<file path="config.mk">
export PLATFORM = sky130hd
export DESIGN_NAME = int_float_framer
export DESIGN_NICKNAME = d
export VERILOG_FILES = /design/src/rtl/int_float_framer.sv
export SDC_FILE = /design/constraint.sdc
export NUM_CORES = 1
export LEC_CHECK = 0
export ABC_AREA = 1
export CAP_MARGIN = 0
export CELL_PAD_IN_SITES_DETAIL_PLACEMENT = 1
export CELL_PAD_IN_SITES_GLOBAL_PLACEMENT = 1
export CORE_UTILIZATION = 36
export DETAILED_ROUTE_END_ITERATION = 7
export PLACE_DENSITY_LB_ADDON = 0.3
export SLEW_MARGIN = 20
export SYNTH_ARGS = -nofsm -noshare
export SYNTH_HDL_FRONTEND = slang
export SYNTH_SLANG_ARGS = --single-unit
</file>
<file path="constraint.sdc">
create_clock -name clk -period 3.5 [get_ports clk]
set_clock_uncertainty 0.1 [all_clocks]
set_input_delay 0.7 -clock clk [delete_from_list [all_inputs] [get_ports clk]]
set_output_delay 0.7 -clock clk [all_outputs]
set_load 0.05 [all_outputs]
</file>
<file path="src/rtl/int_float_framer.sv">
`default_nettype none
// ============================================================================
//  Module   : int_float_framer
//  Purpose  : Converts signed 32-bit integer samples to IEEE-754 single
//             precision (round-to-nearest-even), buffers them in a ping-pong
//             circular buffer and emits gap-free frames of FRAME_LEN beats.
//             Every frame is preceded by at least one idle (valid-low) cycle
//             so a downstream accumulator clears its running sum between
//             frames.
//  Ports    : clk       - clock, rising edge
//             rst       - synchronous reset, active-high
//             in_data   - signed integer sample
//             in_valid  - in_data valid
//             in_ready  - block can accept a sample (state-only, never
//                         depends on in_valid)
//             out_data  - IEEE-754 single value, 0 when out_valid is low
//             out_valid - frame beat valid
//             out_last  - final beat of a frame
//  Revision : 1.0 - initial release
// ============================================================================
module int_float_framer #(
    parameter int unsigned FRAME_LEN = 8,            // power of two, >= 2
    parameter int unsigned DEPTH     = 2 * FRAME_LEN // power of two
) (
    input  logic        clk,
    input  logic        rst,
    input  logic [31:0] in_data,
    input  logic        in_valid,
    output logic        in_ready,
    output logic [31:0] out_data,
    output logic        out_valid,
    output logic        out_last
);

    localparam int unsigned c_ptr_w  = $clog2(DEPTH);
    localparam int unsigned c_beat_w = $clog2(FRAME_LEN);
    localparam int unsigned c_cnt_w  = c_ptr_w + 1;

    typedef enum logic [0:0] {
        ST_GAP   = 1'b0,
        ST_BURST = 1'b1
    } state_t;

    // Leading-zero count of a 32-bit value; 32 for zero.
    function automatic logic [5:0] f_lzc(input logic [31:0] v);
        logic [5:0] n;
        logic       found;
        n     = 6'd32;
        found = 1'b0;
        for (int i = 31; i >= 0; i--) begin
            if (!found && v[i]) begin
                n     = 6'(31 - i);
                found = 1'b1;
            end
        end
        return n;
    endfunction

    // ------------------------------------------------------------------------
    // State
    // ------------------------------------------------------------------------
    logic                s1_valid_q, s1_valid_d;
    logic                s1_sign_q,  s1_sign_d;
    logic [31:0]         s1_mag_q,   s1_mag_d;
    logic [5:0]          s1_lzc_q,   s1_lzc_d;
    logic                s2_valid_q, s2_valid_d;
    logic [31:0]         s2_data_q,  s2_data_d;
    logic [c_ptr_w-1:0]  wr_ptr_q,   wr_ptr_d;
    logic [c_ptr_w-1:0]  rd_ptr_q,   rd_ptr_d;
    logic [c_cnt_w-1:0]  occ_q,      occ_d;
    logic [c_cnt_w-1:0]  frames_q,   frames_d;
    logic [c_beat_w-1:0] beat_q,     beat_d;
    state_t              state_q,    state_d;
    logic                rdy_en_q,   rdy_en_d;
    logic [31:0]         mem_q [DEPTH];

    // ------------------------------------------------------------------------
    // Flow control: credits = DEPTH - occupancy - inflight
    // ------------------------------------------------------------------------
    logic [c_cnt_w-1:0] inflight;
    logic               in_fire;

    assign inflight = c_cnt_w'(s1_valid_q) + c_cnt_w'(s2_valid_q);
    // rdy_en_q holds in_ready low through reset and for the cycle in which
    // rst is released.
    assign in_ready = rdy_en_q && ((occ_q + inflight) < c_cnt_w'(DEPTH));
    assign in_fire  = in_valid && in_ready;

    // ------------------------------------------------------------------------
    // S1: sign, magnitude, leading-zero count
    // ------------------------------------------------------------------------
    logic [31:0] in_mag;

    always_comb begin
        // -2^31 maps to magnitude 0x80000000, which is exact as unsigned.
        in_mag     = in_data[31] ? (~in_data + 32'd1) : in_data;
        s1_valid_d = in_fire;
        s1_sign_d  = s1_sign_q;
        s1_mag_d   = s1_mag_q;
        s1_lzc_d   = s1_lzc_q;
        if (in_fire) begin
            s1_sign_d = in_data[31];
            s1_mag_d  = in_mag;
            s1_lzc_d  = f_lzc(in_mag);
        end
    end

    // ------------------------------------------------------------------------
    // S2: normalise, round to nearest even, pack
    // ------------------------------------------------------------------------
    logic [31:0] norm;
    logic [7:0]  exp_raw;
    logic [7:0]  exp_fin;
    logic        round_up;
    logic [24:0] mant_rnd;
    logic [22:0] frac;

    always_comb begin
        // Leading one lands on bit 31; bits [30:8] are the fraction,
        // bit 7 the guard bit and [6:0] the sticky bits.
        norm     = s1_mag_q << s1_lzc_q;
        exp_raw  = 8'd158 - {2'b00, s1_lzc_q};
        round_up = norm[7] & ((|norm[6:0]) | norm[8]);
        mant_rnd = {1'b0, norm[31:8]} + {24'd0, round_up};
        if (mant_rnd[24]) begin
            // Mantissa overflowed to 2.0: renormalise (fraction becomes 0).
            exp_fin = exp_raw + 8'd1;
            frac    = mant_rnd[23:1];
        end else begin
            exp_fin = exp_raw;
            frac    = mant_rnd[22:0];
        end
        s2_valid_d = s1_valid_q;
        // Zero input always packs to +0.
        s2_data_d  = (s1_mag_q == 32'd0) ? 32'd0 : {s1_sign_q, exp_fin, frac};
    end

    // ------------------------------------------------------------------------
    // Buffer bookkeeping and output FSM
    // ------------------------------------------------------------------------
    logic wr_en;
    logic rd_en;
    logic frame_wr_done;
    logic last_beat;

    always_comb begin
        wr_en         = s2_valid_q;
        rd_en         = (state_q == ST_BURST);
        frame_wr_done = wr_en && (wr_ptr_q[c_beat_w-1:0] == {c_beat_w{1'b1}});
        last_beat     = rd_en && (beat_q == {c_beat_w{1'b1}});

        wr_ptr_d = wr_ptr_q + c_ptr_w'(wr_en);
        rd_ptr_d = rd_ptr_q + c_ptr_w'(rd_en);
        occ_d    = occ_q + c_cnt_w'(wr_en) - c_cnt_w'(rd_en);

        frames_d = frames_q;
        if (frame_wr_done && !last_beat) begin
            frames_d = frames_q + c_cnt_w'(1);
        end else if (!frame_wr_done && last_beat) begin
            frames_d = frames_q - c_cnt_w'(1);
        end

        rdy_en_d = 1'b1;
    end

    always_comb begin
        state_d   = state_q;
        beat_d    = beat_q;
        out_valid = 1'b0;
        out_last  = 1'b0;
        out_data  = 32'd0;
        case (state_q)
            ST_GAP: begin
                beat_d = '0;
                if (frames_q != '0) begin
                    state_d = ST_BURST;
                end
            end
            ST_BURST: begin
                out_valid = 1'b1;
                out_data  = mem_q[rd_ptr_q];
                out_last  = last_beat;
                beat_d    = beat_q + c_beat_w'(1);
                if (last_beat) begin
                    state_d = ST_GAP;
                end
            end
            default: begin
                state_d = ST_GAP;
            end
        endcase
    end

    // ------------------------------------------------------------------------
    // Registers
    // ------------------------------------------------------------------------
    always_ff @(posedge clk) begin
        if (rst) begin
            s1_valid_q <= 1'b0;
            s1_sign_q  <= 1'b0;
            s1_mag_q   <= 32'd0;
            s1_lzc_q   <= 6'd0;
            s2_valid_q <= 1'b0;
            s2_data_q  <= 32'd0;
            wr_ptr_q   <= '0;
            rd_ptr_q   <= '0;
            occ_q      <= '0;
            frames_q   <= '0;
            beat_q     <= '0;
            state_q    <= ST_GAP;
            rdy_en_q   <= 1'b0;
        end else begin
            s1_valid_q <= s1_valid_d;
            s1_sign_q  <= s1_sign_d;
            s1_mag_q   <= s1_mag_d;
            s1_lzc_q   <= s1_lzc_d;
            s2_valid_q <= s2_valid_d;
            s2_data_q  <= s2_data_d;
            wr_ptr_q   <= wr_ptr_d;
            rd_ptr_q   <= rd_ptr_d;
            occ_q      <= occ_d;
            frames_q   <= frames_d;
            beat_q     <= beat_d;
            state_q    <= state_d;
            rdy_en_q   <= rdy_en_d;
        end
    end

    // Storage needs no reset: pointers and counters gate every read.
    always_ff @(posedge clk) begin
        if (!rst && wr_en) begin
            mem_q[wr_ptr_q] <= s2_data_q;
        end
    end

endmodule
`default_nettype wire

</file>
# Word level (Yosys, flattened, before mapping)
# Memories as Yosys holds them, arrays and structs flattened. A register that Yosys moved wholly into a read port is not among the register bits.
# Cells that the tools add are included.
# totals
register_bits,96
ramBits,512
inputBits,35
n_memories,1
# op_classes
n_addsub,13
n_lt_le_gt_ge,1
eq_ne,2
n_shift,1
muxes,110
bitwise_logic,4
n_reduce_logical,77
# mem_list
name,words,width,read_ports,rd_clocked_by_memory_dff,wr,line_no,rtl
mem_q,16,32,1,1,1,75,logic [31:0] mem_q [DEPTH];
# ops
op,count
$mux 6,32
$mux 1,69
$mux 32,2
$logic_and 1x1->1,38
$logic_not 1->1,34
$add 32x1->32 const B,1
$logic_not 32->1,1
$not 32->32,1
$shl 32x6->32,1
$add 24x1->25,1
$mux 23,1
$mux 5,2
$add 4x1->4,2
$add 8x1->8 const B,1
$mux 8,1
$sub 8x6->8 const A,1
$reduce_or 7->1,1
$eq 3x3->1 const B,2
$pmux 3 s2,1
$add 5x1->5,1
$add 5x1->5 const B,1
$add 5x2->5,1
$lt 5x5->1 const B,1
$reduce_bool 5->1,1
11 further kinds,11

# Depth between registers and ports, before layout
# Gate-level depths: netlist of the first run.
# logic_depth
ltp_word,129
ltp_mapped,28
mapped_depth_nobuf,28

# Worst setup path after synthesis of the first run
# Ideal clock, no wire load.
# synth_timing
kind,input-to-reg
startpoint,in in_data[1]
endpoint,reg s1_lzc_q[3]
setup_ns,0.064
arrival_ns,3.397
t_required_ns,3.336
setup_slack_ns,-0.061
cell_stages,28
n_path_buf,0
path_cell_list,inv_1 -> ha_1 -> nand3_2 -> nor2_2 -> nand2_1 -> nand2_2 -> nand2_2 -> nor2_2 -> nand2_1 -> nand2_1 -> nand4_4 -> nor2_4 -> nand4_2 -> nor2_2 -> nand4_2 -> nor2_2 -> nand4_2 -> nor2_4 -> nand4_4 -> nor2_4 -> nand4_4 -> nor2_4 -> nand3_2 -> nor2_4 -> nand3_2 -> nand2_1 -> nor2_1 -> nor2_1
# synth_between
elab_chain_len,128
word_cells_on_any_way,158
# synth_lines
item,line_no,rtl
"start, declared",27,"input logic [31:0] in_data,"
$not 32->32,96,in_mag = in_data[31] ? (~in_data + 32'd1) : in_data;
$add 32x1->32,96,
$mux 32 *,96,
$mux 1,51,if (!found && v[i]) begin
$mux 1,101,if (in_fire) begin
$logic_not 1->1,51,
$logic_and 1x1->1,51,
$mux 1,51,
(+112 left out),n/a,
$mux 1,101,
$logic_not 1->1,51,
$logic_and 1x1->1,51,
$mux 1,51,
$mux 1,101,
$logic_not 1->1,51,
$logic_and 1x1->1,51,
$mux 6 *,51,
"end signal, assigned",216,s1_lzc_q <= s1_lzc_d;
"end, declared",65,"logic [5:0] s1_lzc_q, s1_lzc_d;"
# Every way passes the cells marked *; elsewhere a longest branch is shown, timed or not. The select of a mux whose other input is x is not followed.
# A chain may end at the register's enable or synchronous reset.

# Final worst setup path of the first run
# layout_timing
startpoint,reg s1_lzc_q[0]
endpoint,reg s2_data_q[1]
# layout_between
elab_chain_len,6
# layout_lines
item,line_no,rtl
$shl 32x6->32 *,121,norm = s1_mag_q << s1_lzc_q;
$reduce_or 7->1,123,round_up = norm[7] & ((|norm[6:0]) | norm[8]);
$or 1x1->1,123,
$and 1x1->1,123,
$add 24x1->25 *,124,"mant_rnd = {1'b0, norm[31:8]} + {24'd0, round_up};"
$mux 23 *,125,if (mant_rnd[24]) begin
"end signal, assigned",218,s2_data_q <= s2_data_d;
"end, declared",67,"logic [31:0] s2_data_q, s2_data_d;"
# Every way passes the cells marked *; elsewhere a longest branch is shown, timed or not.

==> results of run 1 <==
==> per-stage QoR <==
stage | hold slack, ns | power [mW] | std cells | utilization, %
finish | 0.336 | 16.8 | 3855 | 45.9
global route | 0.363 | 17.4 | 3855 | 45.9
CTS | 0.342 | 16.8 | 3838 | 45.1
detailed placement | 0.330 | 9.77 | 3671 | 41.3
global placement | 0.307 | 9.72 | 3671 | 41.3
floorplan | 0.299 | 9.03 | 2514 | -
==> area by class of cell <==
type,count,share of cell area (%)
well taps,969,3.55
flip-flops and latches,608,50.7
clock inverters,28,0.898
inverters,182,2.09
clock buffers,94,5.53
multi-input cells,1569,26.9
repair buffers,405,10.3
==> cell families (layout without fill, tap and decap cells) <==
group / Yosys count / in the layout / share of synthesized area [%]
and+or+nand+nor: 761 / 761 / 12.4
muxes: 12 / 12 / 0.444
xor gates and xnor gates: 48 / 48 / 1.55
DFF: 608 / 608 / 64.0
adders and majority gates: 22 / 22 / 1.07
AOI/OAI and AO/OA: 726 / 726 / 15.6
buffers and inverters: 337 / 709 / 4.90
==> synth_stat cells, types with 3 or more instances <==
| library cell | n |
|---|---|
| clkbuf_8 | 3 |
| o211ai_1 | 48 |
| nor2_1 | 405 |
| nor2_2 | 12 |
| nand2_2 | 12 |
| ha_1 | 20 |
| edfxtp_1 | 512 |
| clkinv_1 | 5 |
| nor2_4 | 5 |
| a211oi_1 | 8 |
| inv_1 | 170 |
| buf_2 | 8 |
| xnor2_1 | 12 |
| nand2_1 | 183 |
| nand4_4 | 3 |
| o21ai_0 | 396 |
| inv_2 | 7 |
| o221ai_1 | 93 |
| nand3_2 | 5 |
| buf_1 | 8 |
| a31oi_1 | 4 |
| nor3_1 | 21 |
| o21ai_1 | 12 |
| nor4_1 | 10 |
| mux2i_1 | 12 |
| xor2_1 | 36 |
| nor3_2 | 3 |
| nand3_1 | 61 |
| or2_2 | 4 |
| nand4_1 | 22 |
| clkbuf_1 | 131 |
| dfxtp_1 | 96 |
| a21oi_1 | 108 |
| o22ai_1 | 43 |
| buf_4 | 5 |
| nand4_2 | 3 |
==> metal layers <==
| metal | wire, um | vias to the layer above | GRT usage (%) |
|---|---|---|---|
| met2 | 45000 | 455 | 40.5 |
| met1 | 35500 | 10700 | 26.8 |
| met4 | 2300 | 2 | 7.72 |
| met3 | 3620 | 151 | 3.16 |
| met5 | 14 | - | 0 |
| li1 | - | 9720 | - |
==> power breakdown <==
part / switching, mW / total [mW] / internal [mW]
Sequential: 0.229 / 8.29 / 8.06
Combinational: 0.907 / 1.54 / 0.637
Clock: 2.90 / 7.00 / 4.10
Total: 4.04 / 16.8 / 12.8
==> final timing paths <==
path	start	to	slack [ns]	depth (start not counted)
worst min-delay path	s1_valid_q	s2_valid_q	0.34	2
worst max-delay path	s1_lzc_q[0]	s2_data_q[1]	-0.05	25
worst max register to register	s1_lzc_q[0]	s2_data_q[1]	-0.05	25
worst min register to register	s1_valid_q	s2_valid_q	0.34	2
==> sequential cells by signal (all words and copies together) (netlist names), 3 cells and up <==
signal and count:
rd_ptr_q 4, beat_q 3, wr_ptr_q 4, s1_lzc_q 6, frames_q 5, mem_q 512, s1_mag_q 32, occ_q 5
s2_data_q 32
==> worst min-delay path: stages, from the launching register on <==
cell	delay, ns
dfxtp_1	0.31
inv_1	0.05
nor2_1	0.03
==> what timing repair did <==
action,CTS,global route
pin swaps,25,73
setup endpoints to repair,64,46
setup buffers,42,31
gates cloned,3,2
gates resized for setup,110,210
==> impl_metrics.yaml, run 1 <==
synthesis:
  yosysSeqAreaShare_pct: 64.0
  synth_area_leaders: "edfxtp_1, o21ai_0, dfxtp_1"
  synth_nets: 2571
  ys_ff_latch: 608
  netlist_area_sq_um: 27000
  synth_edf_count: 512
  synth_ff_type: "edfxtp_1"
  ys_warn_count: 0
  synth_area_leader_cell: "edfxtp_1"
  yosysUniqueCellTypes: 57
  synth_cells: 2514
  synth_area_per_cell_sq_um: 10.8
  async_flop_share_pct: 0
  synth_top_area_share_pct: 56.9
status:
  violations: "DRC, setup timing"
  status: "finished with violations"
clock_tree:
  cts_root_buf: "clkbuf_16"
  cts_max_path_buffers: 3
  clkLatencyLatePin_ns: 0.62
  clkTransAtPathRegs_ns: 0.06
  cts_buffers: 67
  cts_tree: "built"
  cts-htree-levels: 3
  cts_hold_buffers: 0
  cts_num_sinks: 608
finish:
  multi_input_area_sq_um: 9190
  final_nets: 2890
  insertedDiodeCount: 0
  fillCellCount: 8032
  mostFrequentLayoutCells: "edfxtp_1, o21ai_0, nor2_1, buf_4, nand2_1"
  seqCellArea_sq_um: 17300
  area_growth_pct: 26.2
  layout_commonest_cell: "edfxtp_1"
  final_area_sq_um: 34100
  drive_above_1_share_pct: 24.3
worst_setup_path:
  worstPathRequired_ns: 3.89
  start_kind: "flip-flop"
  cp_max_fo: 7
  cp.arrival_ns: 3.94
  max_stage_delay_ns: 0.41
  path_delay_family: "simple AND/OR/NAND/NOR gates"
  slowest_stage: "dfxtp_4"
  path_class: "flip-flop to flip-flop"
  end_kind: "flip-flop"
  path_buf_inv: 10
timing:
  hold_viol_final: 0
  setup_viol: 11
  post-route-min-period_ns: 3.55
  rsz0062_at_grt: "true"
  fin_setup_tns_ns: -0.299
  slew_violations: 0
  slew_headroom_pct: 53.5
  post-route-period-util_pct: 101
  clock.fmax_mhz: 281
  setup_ws_ns: -0.0525
  tightest_slew_ns: 0.693
pwr:
  ir_drop_mv: 0.337
  power_density_nw_per_um2: 493
  p_leak_nw: 12.4
routing:
  ant_nets: 0
  drtIter0Drc: 1489
  avgViaCountPerCell: 5.45
  drtPass1Iterations: 7
  drt_wl_total_um: 86400
  drc: 1
  route.vias.total: 21000
  drt-wirelength-per-cell_um: 22.4
floorplanning:
  die_y_um: 276
  num_rows: 100
  die_w_um: 276
  start_util_pct: 36.4
  die-area_sq_um: 76200
  pin_count: 70
  core_sq_um: 74300
hold_path:
  min_path_type: "flip-flop to flip-flop"
placed_design:
  dp_slack_ns: -0.830
  post_dp_cell_area_sq_um: 30700
  place_congestion: 0.875
  hpwlAfterDp_um: 52700
  port_buffers: 69
global_route:
  grt_overflow_total: 0
  grt_max_degree: 91
  antenna_found_initial: 1
  grt.total_usage_pct: 22.3
  grt_pass1_wl_um: 131000
  grt_pass1_vias: 22400
job:
  cap_violations: 0
No activity file was read; power rests on OpenSTA's default activity.
==> run 2, diff against run 1 <==
GPL_ROUTABILITY_DRIVEN = 0   (was not set)
==> run 2 against run 1 <==
- the run still ends with DRC, setup timing left
- first-iteration DRC count fell by 1.7%
- sequential share of layout area fell by 0.20 points
- sequential power hardly changed
- utilization increased by 0.18 points
- clock-buffer cell count grew 2
- non-clock buffer count grew 26
- setup slack got worse by 0.23 ns
- clock power up 0.6%
- worst hold slack lost 0.0073 ns
- total power grew 1.0%
- flip-flop and latch count unchanged
- global-route usage is 0.26 points higher
- critical path type unchanged
==> impl_metrics.yaml, run 2 (synthesis results as in run 1) <==
placed_design:
  hpwlAfterDp_um: 52700
  place_inst: 3670
  port_buffers: 69
  dp_slack_ns: -0.858
timing:
  tightest_slew_ns: 0.846
  rsz0062_at_grt: "true"
  post-route-min-period_ns: 3.79
  setup_ws_ns: -0.285
  fin_setup_tns_ns: -3.83
  hold_viol_final: 0
  clock.fmax_mhz: 264
  slew_violations: 0
  post-route-period-util_pct: 108
  slew_headroom_pct: 43.2
  setup_viol: 22
clock_tree:
  clkTransAtPathRegs_ns: 0.06
  cts_tree: "built"
  cts_num_sinks: 608
  cts_root_buf: "clkbuf_16"
  cts_buffers: 66
  cts-htree-levels: 3
  clkLatencyLatePin_ns: 0.63
  cts_max_path_buffers: 3
finish:
  mostFrequentLayoutCells: "edfxtp_1, o21ai_0, buf_4, nor2_1, nand2_1"
  final_nets: 2915
  stdcell_count: 3881
  fillCellCount: 8021
  layout_commonest_cell: "edfxtp_1"
  drive_above_1_share_pct: 24.9
  largest_registers: "mem_q (512), s1_mag_q (32), s2_data_q (32)"
  area_growth_pct: 26.7
  largest_reg_flops: 512
  insertedDiodeCount: 0
  regMostFlops: "mem_q"
floorplanning:
  num_rows: 100
  start_util_pct: 36.4
  die-area_sq_um: 76200
  pin_count: 70
  die_w_um: 276
  die_y_um: 276
  core_sq_um: 74300
global_route:
  antenna_found_initial: 1
  grt_max_degree: 83
  grt_overflow_total: 0
  grt_pass1_wl_um: 132000
  grt.total_usage_pct: 22.5
  grt_pass1_vias: 22400
routing:
  avgViaCountPerCell: 5.50
  route.vias.total: 21400
  ant_nets: 0
  drt-wirelength-per-cell_um: 22.9
  drt_wl_total_um: 88900
  drtPass1Iterations: 7
  drtIter0Drc: 1463
  drc: 1
worst_setup_path:
  r2r-start: "s1_lzc_q[0]"
  r2r-end: "s2_data_q[21]"
  reg2regPathDepth: 21
  path_class: "flip-flop to flip-flop"
  cp.arrival_ns: 4.20
  start_kind: "flip-flop"
  worstPathRequired_ns: 3.91
  cp_max_fo: 8
  end_kind: "flip-flop"
  rrSetupSlack_ns: -0.29
hold_path:
  worstHoldEndpoint: "beat_q[0]"
  hold_start: "beat_q[0]"
  hold_depth: 1
  min_path_type: "flip-flop to flip-flop"
pwr:
  pwr-share-comb_pct: 9.8
  clockPowerShare_pct: 41.4
  ir_drop_mv: 0.343
  power_density_nw_per_um2: 496
  p_leak_nw: 12.5
  power.switching_mw: 4.18
  power_frac_seq_pct: 48.8
  swShare_pct: 24.6
  intPower_mw: 12.8
status:
  violations: "DRC, setup timing"
  status: "finished with violations"
job:
  cap_violations: 0
-- run 2: worst max path at each step --
stage          cells past startpoint       endpoint         from
2_1_floorplan                     28    s1_lzc_q[3]   in_data[0]
3_3_place_gp                      29    s1_lzc_q[0]   in_data[0]
3_5_place_dp                      29    s1_lzc_q[0]   in_data[0]
4_1_cts                           19   s2_data_q[7]  s1_lzc_q[0]
5_1_grt                           26  s2_data_q[21]  s1_lzc_q[0]
6_report                          21  s2_data_q[21]  s1_lzc_q[0]
-- run 2: layout make-up --
| class | instances | area [sq um] | share of cell area (%) |
|---|---|---|---|
| inverter | 182 | 698 | 2.04 |
| multi-input combinational | 1569 | 9160 | 26.7 |
| timing repair buffer | 431 | 3700 | 10.8 |
| sequential | 608 | 17300 | 50.5 |
| tap | 969 | 1210 | 3.54 |
| clock inverter | 26 | 320 | 0.935 |
| clock buffer | 96 | 1870 | 5.44 |
-- run 2: worst max-delay path, cell delays in order (launching register included) --
cell	delay (ns)
dfxtp_4	0.38
buf_4	0.16
nor2_1	0.15
inv_1	0.05
nor3_1	0.41
o21ai_4	0.16
nor3_4	0.28
ha_2	0.26
inv_2	0.06
nor3_4	0.21
nand3_2	0.16
nor3_4	0.23
inv_2	0.07
nor3_4	0.18
nand4_1	0.14
inv_1	0.12
nor2_2	0.05
inv_2	0.10
buf_12	0.13
buf_8	0.12
buf_6	0.10
nor2_4	0.04
-- run 2: power groups by stage --
stage / combinational, mW / clock (mW) / sequential, mW
after global placement: 1.30 / 0 / 8.42
after global routing: 1.79 / 7.38 / 8.31
after detailed placement: 1.33 / 0 / 8.44
after floorplan: 0.690 / 0 / 8.34
final: 1.67 / 7.04 / 8.29
after CTS: 1.45 / 7.13 / 8.28
-- run 2: repair_timing --
item	CTS	global route
hold buffers	0	0
gates cloned	2	2
gates resized for setup	97	194
setup buffers	51	40
pin swaps	22	81
endpoints found under the setup margin	54	42
-- run 2: routing by layer --
layer / GRT usage [%] / wire length [um]
met1: 27.8 / 36300
met5: 0 / 0
met2: 40.2 / 45500
met3: 2.74 / 3880
met4: 8.62 / 3240
-- run 2: stage by stage --
step / cell area, sq um / util, % / hold WS [ns] / power, mW
final: 34300 / 46.1 / 0.329 / 17.0
after global routing: 34300 / 46.1 / 0.363 / 17.5
after CTS: 33500 / 45.1 / 0.333 / 16.9
after detailed placement: 30700 / 41.3 / 0.325 / 9.77
after global placement: 30700 / 41.3 / 0.309 / 9.72
after floorplan: 27100 / - / 0.299 / 9.03
==> run 3, diff against run 2 <==
CTS_CLUSTER_DIAMETER = 200   (was not set)
==> results of run 3 <==
Final layout, timing and power as in run 2 (identical DEF).
